[src/rtl/matrix_mem_sequencer.sv]
// Load/execute/store engine: fetches matrix A then B from the single-port RAM,
// lets the combinational adder settle for one cycle, then writes the sum back.
module matrix_mem_sequencer #(
  parameter int ADDR_W = 8,
  parameter int DATA_W = 256,
  parameter int RD_LAT = 2
) (
  input  logic              clk,
  input  logic              rst,
  input  logic              start,
  input  logic [ADDR_W-1:0] addr_a,
  input  logic [ADDR_W-1:0] addr_b,
  input  logic [ADDR_W-1:0] addr_c,
  output logic              busy,
  output logic              done,
  output logic [ADDR_W-1:0] ram_addr,
  output logic              ram_wren,
  output logic [DATA_W-1:0] ram_wdata,
  input  logic [DATA_W-1:0] ram_rdata,
  output logic [DATA_W-1:0] mat_a,
  output logic [DATA_W-1:0] mat_b,
  input  logic [DATA_W-1:0] mat_c
);

  typedef enum logic [2:0] {IDLE, RD_A, RD_B, EXEC, WR} state_t;

  // A read phase spans RD_LAT+1 cycles; the counter runs 0..RD_LAT.
  localparam logic [2:0] C_LAST = 3'(RD_LAT);

  state_t              r_state;
  logic [2:0]          r_cnt;
  logic [ADDR_W-1:0]   r_addr_b;
  logic [ADDR_W-1:0]   r_addr_c;
  logic                r_busy;
  logic                r_done;
  logic [ADDR_W-1:0]   r_ram_addr;
  logic                r_ram_wren;
  logic [DATA_W-1:0]   r_ram_wdata;
  logic [DATA_W-1:0]   r_mat_a;
  logic [DATA_W-1:0]   r_mat_b;
  logic                w_rd_last;

  assign w_rd_last = (r_cnt == C_LAST);

  always_ff @(posedge clk) begin
    if (!rst) begin
      r_state     <= IDLE;
      r_cnt       <= '0;
      r_addr_b    <= '0;
      r_addr_c    <= '0;
      r_busy      <= 1'b0;
      r_done      <= 1'b0;
      r_ram_addr  <= '0;
      r_ram_wren  <= 1'b0;
      r_ram_wdata <= '0;
      r_mat_a     <= '0;
      r_mat_b     <= '0;
    end else begin
      case (r_state)
        IDLE: begin
          r_done <= 1'b0;
          if (start) begin
            r_addr_b   <= addr_b;
            r_addr_c   <= addr_c;
            r_ram_addr <= addr_a;
            r_cnt      <= '0;
            r_busy     <= 1'b1;
            r_state    <= RD_A;
          end
        end
        RD_A: begin
          if (w_rd_last) begin
            r_mat_a    <= ram_rdata;
            r_ram_addr <= r_addr_b;
            r_cnt      <= '0;
            r_state    <= RD_B;
          end else begin
            r_cnt <= r_cnt + 3'd1;
          end
        end
        RD_B: begin
          if (w_rd_last) begin
            r_mat_b <= ram_rdata;
            r_state <= EXEC;
          end else begin
            r_cnt <= r_cnt + 3'd1;
          end
        end
        EXEC: begin
          // mat_a/mat_b have been stable a full cycle, so mat_c is settled here.
          r_ram_wdata <= mat_c;
          r_ram_addr  <= r_addr_c;
          r_ram_wren  <= 1'b1;
          r_state     <= WR;
        end
        WR: begin
          r_ram_wren <= 1'b0;
          r_busy     <= 1'b0;
          r_done     <= 1'b1;
          r_state    <= IDLE;
        end
        default: r_state <= IDLE;
      endcase
    end
  end

  assign busy      = r_busy;
  assign done      = r_done;
  assign ram_addr  = r_ram_addr;
  assign ram_wren  = r_ram_wren;
  assign ram_wdata = r_ram_wdata;
  assign mat_a     = r_mat_a;
  assign mat_b     = r_mat_b;

endmodule

[config.mk]
export PLATFORM = sky130hd
export DESIGN_NAME = matrix_mem_sequencer
export DESIGN_NICKNAME = d
export VERILOG_FILES = /design/src/rtl/matrix_mem_sequencer.sv
export SDC_FILE = /design/constraint.sdc
export NUM_CORES = 2
export LEC_CHECK = 0
export ABC_AREA = 1
export CORE_AREA = 2 2 507 509
export DETAILED_ROUTE_END_ITERATION = 8
export DIE_AREA = 0 0 509 511
export GPL_TIMING_DRIVEN = 0
export PLACE_DENSITY = 0.37
export SLEW_MARGIN = 20
export SYNTH_ARGS = -nofsm -noshare
export SYNTH_HDL_FRONTEND = slang
export SYNTH_SLANG_ARGS = --single-unit
[constraint.sdc]
create_clock -name clk -period 2 [get_ports clk]
set_input_delay 0.4 -clock clk [delete_from_list [all_inputs] [get_ports clk]]
set_output_delay 0.4 -clock clk [all_outputs]
set_load 0.1 [all_outputs]
==> flow_summary.yaml <==
critical_path:
  crit_path_cell_trace: "buf_4"
  path_max_fanout: 2
  cp-end-kind: "primary output"
  cp.buffers_inverters: 1
  worstSetupPathType: "register to primary output"
  crit_family: "flip-flops"
  critPathSlowestCell: "dfxtp_1"
  required_ns: 1.60
  start_kind: "register"
  cp.arrival_ns: 1.51
  slowest_delay_ns: 0.42
cts:
  clk_latency_ns: 0.74
  tritoncts: "yes"
  cts.path.max_buffers: 3
  htreeDepth: 3
  clock_sinks: 801
  cts_buffers: 103
  path_clk_slew_ns: 0.06
  root_buffer: "clkbuf_16"
  cts_hold_buf: 0
routing:
  wl_met3_mm: 19.3
  wl_met2_mm: 102
  vias: 30000
  drt-initial-drc-count: 1687
  drt-pass1-iter-count: 5
  met1Wirelength_mm: 73.4
  antenna_left: 0
  drt-wirelength-per-cell_um: 23.5
  drc: 0
  wl_mm: 200
  maxUsedRoutingLayer: "met5"
  vias_per_cell: 3.53
global_route:
  grt_overflow: 0
  grt_util_all_layers: 0.147
  antenna_found_initial: 103
  grt_pass1_vias: 29600
  grt_max_degree: 16
  grt_first_pass_wirelength_mm: 263
timing:
  fmaxAchievable_mhz: 523
  finalMaxSlewViolations: 0
  skew_ns: 0.0533
  setup_tns_ns: 0
  tightest_slew_ns: 0.956
  post-route-period-util: 0.956
  slew-limit-headroom: 0.363
  rsz0062_at_grt: "yes"
  layout_setup_ws_ns: 0.0888
  setup_violations: 0
  min_period_ns: 1.91
  hold_viol: 0
yosys:
  avgSynthCellArea_um2: 7.76
  syn_inst: 3560
  ys_seq_area_frac: 0.580
  ys_warn_count: 0
  synth_cell_types: 20
  syn_area_um2: 27600
  ys_seq_elements: 801
  synth_nets: 4101
placement:
  io_buffers: 1315
  placed_area_um2: 44900
  pre_cts_slack_ns: -1.18
  gp_congestion: 0.852
  hpwl_mm: 168
  placedCellCount: 8261
floorplan:
  initial_core_util: 0.108
  die_x_um: 509
  die_h_um: 511
  die-area_um2: 260000
  ios: 1318
  row_count: 186
  core_um2: 255000
final_layout:
  seq_area_um2: 16100
  fin_cells: 8489
  layout.nets: 5527
  area_growth_pct: 72.7
  n_fill_cell: 28900
  drive_above_1_share: 0.234
  fin_area_um2: 47700
  multi_input_area_um2: 10600
power_and_ir_drop:
  leakage_uw: 0.0203
  ir_worst_vdd_mv: 0.778
  p_per_area_nw_per_um2: 1410
  report.power.total_uw: 67300
hold_path:
  min_path_type: "input port to register"
flow_run:
  maxCapViolations: 0
run_status:
  status: "finished, final reports clean"
-- final timing paths --
check	from	to	slack (ns)	depth (start not counted)
max	ram_wdata[97]$_SDFFE_PN0N_	ram_wdata[97]	0.09	1
min	start	r_addr_c[2]$_SDFFE_PN0P_	0.13	3
max reg2reg	r_cnt[0]$_SDFFE_PN0P_	mat_a[82]$_SDFFE_PN0P_	0.09	10
min reg2reg	r_addr_b[4]$_SDFFE_PN0P_	r_addr_b[4]$_SDFFE_PN0P_	0.46	2
-- report_power, final --
group	internal (µW)	switching, µW	leakage, µW
Sequential	18300	1460	0.00649
Combinational	5580	22200	0.0121
Clock	11700	8040	0.00174
-- layer usage --
layer	vias up	GRT usage
li1	14400	-
met1	14000	0.154
met2	1252	0.269
met3	304	0.0591
met4	78	0.0356
met5	-	0
-- flip-flops by register name, summed over array words and instances (netlist names) --
register / flops
ram_wren: 1
r_addr_b: 8
busy: 1
r_cnt: 3
r_addr_c: 8
mat_a: 256
ram_wdata: 256
mat_b: 256
done: 1
r_state: 3
ram_addr: 8
-- cell families (layout without fill, tap and decap cells) --
group,Yosys count,after routing,synth area share
simple gates,1676,1676,0.230
flops,801,801,0.580
compound gates,794,794,0.144
other cells,0,39,0
buf+inv,287,1793,0.0446
fa+ha+maj,2,2,0.000906
-- timing repair --
| action | CTS | global route |
|---|---|---|
| endpoints found under the setup margin | 1551 | 550 |
| pin swaps | 2 | 0 |
| hold endpoints to repair | 0 | 0 |
| resized for setup | 4713 | 148 |
| buffers inserted | 6 | 0 |
-- cell usage in the layout (no fill, tap or decap), types with 2 or more instances in the layout --
cell             count
buf_1                2
nand4_1              2
buf_8               13
a21oi_1             23
inv_1               16
o21ai_1             75
nor2_2              18
nor2_1            1534
clkbuf_16          105
nand2_1             75
dfxtp_2             14
buf_2               85
clkbuf_1           122
bufinv_16            8
clkdlybuf4s15_1      2
o21ai_4              5
inv_2                5
ha_1                 2
clkinv_2             8
clkbuf_8            29
clkbuf_4            24
clkinv_4             4
clkinv_16            4
dfxtp_1            787
nand3_1             30
clkdlybuf4s50_1    536
buf_12               9
clkbuf_2            34
buf_4              720
buf_6               62
o21ai_0            676
diode_2             39
nor2_4              14
o21ai_2             14
-- synth_stat cells (all sizes together) --
master	number	area share
inv	23	0.0031
nand3	32	0.0060
nand4	2	0.00045
ha	2	0.00091
nand2	76	0.010
o21ai	770	0.14
buf	116	0.021
a21oi	23	0.0042
clkbuf	148	0.020
nor2	1566	0.21
a31oi	1	0.00023
dfxtp	801	0.58
-- stage by stage --
step	hold slack [ns]	util
after floorplan	0.441	-
after global placement	0.451	0.176
after detailed placement	0.454	0.176
after CTS	0.0110	0.186
after global routing	0.102	0.187
final	0.131	0.187
-- cell type report --
type	count	share of cell area
Sequential cell	801	0.336
Timing Repair Buffer	1323	0.239
Multi-Input combinational cell	2472	0.223
Tap cell	3384	0.0887
Clock buffer	159	0.0652
Buffer	262	0.0343
Clock inverter	26	0.00962
Antenna cell	39	0.00205
Inverter	23	0.00197
(Power assumes the default switching activity.)
